`src/rtl/sync_fifo.sv`:
```
// sync_fifo: parametrised single-clock first-word-fall-through FIFO.
// Occupancy is tracked by a count register; all status flags derive from it.
// Sticky overflow/underflow flags record dropped writes and pops on empty.
module sync_fifo #(
  parameter int DW    = 8,
  parameter int DEPTH = 16,
  parameter int AFULL = DEPTH - 2,
  parameter int CW    = $clog2(DEPTH + 1)
) (
  input  logic          clock,
  input  logic          reset_L,
  input  logic          clear,
  input  logic          we,
  input  logic [DW-1:0] wdata,
  input  logic          re,
  output logic [DW-1:0] rdata,
  output logic          empty,
  output logic          full,
  output logic          almost_full,
  output logic [CW-1:0] count,
  output logic          overflow,
  output logic          underflow
);

  localparam int            PW      = (DEPTH > 1) ? $clog2(DEPTH) : 1;
  localparam logic [PW-1:0] LAST    = PW'(DEPTH - 1);
  localparam logic [CW-1:0] CMAX    = CW'(DEPTH);
  localparam logic [CW-1:0] AFULL_C = CW'(AFULL);

  logic [DW-1:0] mem [DEPTH];
  logic [PW-1:0] wr_ptr;
  logic [PW-1:0] rd_ptr;
  logic [PW-1:0] wr_nxt;
  logic [PW-1:0] rd_nxt;
  logic          wr_acc;
  logic          rd_acc;

  // Accept decisions and wrapped pointer increments (non-power-of-two safe).
  // A write on full is accepted only alongside a pop; wr_ptr then equals
  // rd_ptr, and the old head is consumed in the same edge it is overwritten.
  always_comb begin
    wr_acc = we && (!full || re);
    rd_acc = re && !empty;
    wr_nxt = (wr_ptr == LAST) ? '0 : wr_ptr + 1'b1;
    rd_nxt = (rd_ptr == LAST) ? '0 : rd_ptr + 1'b1;
  end

  // Pointer, occupancy and sticky error-flag registers.
  always_ff @(posedge clock or negedge reset_L) begin
    if (!reset_L) begin
      wr_ptr    <= '0;
      rd_ptr    <= '0;
      count     <= '0;
      overflow  <= 1'b0;
      underflow <= 1'b0;
    end else if (clear) begin
      wr_ptr    <= '0;
      rd_ptr    <= '0;
      count     <= '0;
      overflow  <= 1'b0;
      underflow <= 1'b0;
    end else begin
      if (wr_acc) wr_ptr <= wr_nxt;
      if (rd_acc) rd_ptr <= rd_nxt;
      if (wr_acc && !rd_acc)      count <= count + 1'b1;
      else if (!wr_acc && rd_acc) count <= count - 1'b1;
      if (we && full && !re) overflow  <= 1'b1;
      if (re && empty)       underflow <= 1'b1;
    end
  end

  // Storage array; contents survive reset and clear, only pointers move.
  always_ff @(posedge clock) begin
    if (reset_L && !clear && wr_acc) mem[wr_ptr] <= wdata;
  end

  // Status flags from the count register and fall-through head read.
  always_comb begin
    empty       = (count == '0);
    full        = (count == CMAX);
    almost_full = (count >= AFULL_C);
    rdata       = empty ? '0 : mem[rd_ptr];
  end

endmodule
```
`config.mk`:
```
export PLATFORM = sky130hd
export DESIGN_NAME = sync_fifo
export DESIGN_NICKNAME = d
export VERILOG_FILES = /design/src/rtl/sync_fifo.sv
export SDC_FILE = /design/constraint.sdc
export NUM_CORES = 1
export LEC_CHECK = 0
export ABC_AREA = 1
export CORE_AREA = 2 2 147 149
export DETAILED_ROUTE_END_ITERATION = 8
export DIE_AREA = 0 0 149 151
export GPL_TIMING_DRIVEN = 0
export HOLD_SLACK_MARGIN = 0.1
export PLACE_DENSITY = 0.52
export RECOVER_POWER = 25
export SLEW_MARGIN = 20
export SYNTH_ARGS = -nofsm -noshare
export SYNTH_HDL_FRONTEND = slang
export SYNTH_SLANG_ARGS = --single-unit
```
`constraint.sdc`:
```
create_clock -name clock -period 2.7 [get_ports clock]
set_input_delay 0.405 -clock clock [delete_from_list [all_inputs] [get_ports clock]]
set_output_delay 0.405 -clock clock [all_outputs]
set_load 0.1 [all_outputs]
```
==> results.tsv <==
stage	metric	value	unit
synth	async set or reset register ratio after synthesis	10.5	%
routing	DR WL/cell	16.9	microns
final_layout	P&R area growth vs syn	20.5	%
synth	leading post-synthesis cells by cell area	edfxtp_1 62%, nand2_1 11%, dfrtp_1 6.0%	
power_and_ir_drop	Switching Share	42.5	%
global_route	global route overflow	0	
worst_setup_path	Crit Path Max Fanout	10	
sta	Min Hold Slack	130	ps
worst_setup_path	slowest CP cell	dfrtp_1	
power_and_ir_drop	Tot Pwr	0.00805	W
worst_setup_path	Top Family by Delay on Critical Path	buffers and inverters	
sta	Final Hold Viols	0	
sta	period utilisation layout	96.8	%
worst_setup_path	crit-path max cell delay	380	ps
power_and_ir_drop	share of total power in the clock network	26.7	%
sta	Clock Skew	10.9	ps
cts	clk sink count	143	
worst_setup_path	Worst R2R Start	count[1]$_DFFE_PN0P_	
cts	H-Tree Level Count	4	
final_layout	area of the multi-input gates	0.00182	sq mm
floorplanning	width of the die	149	microns
global_route	first-pass GRT wire length	23800	microns
power_and_ir_drop	Power Density	1080	mW/mm^2
worst_setup_path	cell count of the worst reg-to-reg path	6	
placed_design	DP Wirelength	10300	microns
power_and_ir_drop	Flop pwr share	32.0	%
floorplanning	full die area	0.0225	sq mm
sta	Period minus WS final	2610	ps
synth	Post-Syn Area per Cell	11.1	sq um
worst_setup_path	R2R Setup Slk	350	ps
final_layout	Fillers	2083	
synth	number of synthesized flops with an enable pin	128	
worst_setup_path	Critical Path AT	2210	ps
routing	drt first pass iters	5	
final_layout	FF+latch area	0.00422	sq mm
global_route	total track usage	14.4	%
global_route	vias in the first global route	4252	
power_and_ir_drop	Internal	0.00463	W
floorplanning	row cnt	53	
cts	clk buf depth	2	
hold_path	Hold WC Path Type	in -> async	
cts	CTS tree	yes	
routing	DR iter-0 viols	239	
sta	RSZ-0062 raised after global routing	no	
worst_setup_path	Critical path origin	rd_ptr[1]$_DFFE_PN0P_	
synth	Netlist cell types	28	
worst_setup_path	FF-to-FF End	mem[4][4]$_DFFE_PP_	
sta	Slew HR	31.7	%
routing	DRC Markers	0	
power_and_ir_drop	worst vdd ir	789	uV
power_and_ir_drop	leakage	2.82	nW
synth	Syn Inst Count	560	
placed_design	post-place setup slack	-577	ps
routing	vias after detailed routing	4173	
cts	Num CTS Buffers	17	
synth	Primary FF master, synth	edfxtp_1	
worst_setup_path	crit end category	output pin	
placed_design	port bufs	30	
worst_setup_path	critical-path cell list	buf_2 > inv_4 > buf_4 > a21oi_1 > a21oi_1 > a21oi_1 > nor2_2 > buf_6	
final_layout	Nets	634	
sta	Final Setup Violations	0	
worst_setup_path	Startpoint Class	flop	
floorplanning	die height	151	microns
final_layout	share of cells above drive strength 1	14.6	%
synth	Synth Register Bits	143	
routing	Post-DRT Antenna Nets	0	
synth	Warnings, synthesis	0	
synth	post-synth top area share	61.9	%
synth	most frequent cell after synthesis	nand2_1	
floorplanning	IO Count	31	
worst_setup_path	most frequent CP cell	a21oi_1	
sta	fmax	0.383	GHz
synth	Seq/Total Area, Yosys	68.0	%
cts	hold_buf cts	0	
routing	total wire length	15200	microns
cts	clk root buf	clkbuf_16	
floorplanning	starting density of the core	29.8	%
placed_design	gp weighted congestion	0.815	
power_and_ir_drop	combinational power share	41.3	%
routing	via/cell ratio	4.64	
worst_setup_path	critical path type	reg -> out	
synth	Commonest cells post-synth	177 x nand2_1, 128 x edfxtp_1, 56 x nor2_1, 45 x a21oi_1, 21 x o21ai_0	
floorplanning	core box area	0.0208	sq mm
worst_setup_path	WP data required	2300	ps
global_route	largest net degree at the start of global routing	17	
sta	Worst Slack Setup Final	87.4	ps
synth	Synth Net Count	583	
run	max_cap viols	0	
sta	Final Max Tran Viols	0	
run_status	outcome	completed	
worst_setup_path	critical path depth	8	
synth	synthesized cell area	0.00620	sq mm
sta	Worst Tran Pin Value	1020	ps
global_route	initial antenna violation count	0	
sta	setup TNS	0	ps
synth	post-synth top area cell	edfxtp_1	
cts	worst skew pair latency	430	ps
power_and_ir_drop	switching power	0.00342	W
worst_setup_path	Crit path buffers/inverters	4	
cts	clock slew at reported path FFs	60	ps
final_layout	Ant. Diodes	0	
power groups by stage:
stage,Clock (W),Sequential [W],Combinational [W]
global route,0.00227,0.00259,0.00356
global placement,0,0.00262,0.00322
finish,0.00215,0.00258,0.00332
detailed placement,0,0.00262,0.00324
floorplan,0,0.00289,0.00213
CTS,0.00217,0.00258,0.00326
per-stage QoR:
stage               instances  cell area, sq um  util (%)
floorplan                 560              6220         -
global placement          865              6870      33.0
detailed placement        865              6870      33.0
CTS                       897              7420      35.6
global route              899              7480      35.9
finish                    899              7480      35.9
flip-flops by register name, summed over array words and instances (netlist names):
signal	flops
count	5
mem	128
overflow	1
rd_ptr	4
underflow	1
wr_ptr	4
layout by cell type (no fill, tap or decap), types with 5 or more instances in the layout:
| master | n |
|---|---|
| nand2_1 | 177 |
| edfxtp_1 | 128 |
| a21oi_1 | 45 |
| nor2_1 | 44 |
| nand3_1 | 20 |
| clkbuf_16 | 18 |
| dfrtp_1 | 15 |
| o21ai_1 | 14 |
| o21ai_0 | 14 |
| inv_1 | 13 |
| nor2_2 | 13 |
| clkdlybuf4s50_1 | 13 |
| buf_2 | 9 |
| buf_4 | 9 |
| o22ai_1 | 9 |
| ha_1 | 9 |
| a21boi_0 | 7 |
| inv_2 | 6 |
| buf_6 | 6 |
| clkbuf_1 | 6 |
| clkinv_2 | 5 |
| dlygate4sd3_1 | 5 |
kinds of logic (layout without fill, tap and decap cells):
logic type      Yosys count  count (layout)  share of synthesized area, %
flops                   143             143                          68.0
fa+ha+maj                10              10                          2.14
compound gates           93              93                          8.19
xor+xnor                  3               3                         0.424
buf+inv                  43             107                          3.21
simple gates            268             268                          18.0
what timing repair did:
| item | CTS | global route |
|---|---|---|
| buffers inserted | 0 | 2 |
| resized for setup | 66 | 22 |
| pin swaps | 0 | 3 |
| setup endpoints to repair | 10 | 121 |
how the worst max path moves through the flow:
stage / slack [ps] / endpoint
2_1_floorplan: 140 / rdata[0]
3_3_place_gp: -570 / rdata[4]
3_5_place_dp: -580 / rdata[4]
4_1_cts: -30 / rdata[5]
5_1_grt: 1 / rdata[7]
6_report: 90 / rdata[2]
layout make-up:
| cell class | count | area share, % |
|---|---|---|
| Clock inverter | 6 | 0.435 |
| Tap cell | 275 | 4.60 |
| Inverter | 20 | 1.04 |
| Timing Repair Buffer | 32 | 4.42 |
| Buffer | 23 | 1.86 |
| Clock buffer | 26 | 6.83 |
| Multi-Input combinational cell | 374 | 24.4 |
| Sequential cell | 143 | 56.4 |
layer usage:
metal	GRT usage (%)	up-vias	wire [microns]
met5	0	-	0
met3	3.16	25	562
met1	18.5	2018	7050
met2	23.2	101	7100
li1	-	2029	-
met4	6.81	0	478
Power figures use the tool's default switching activity.
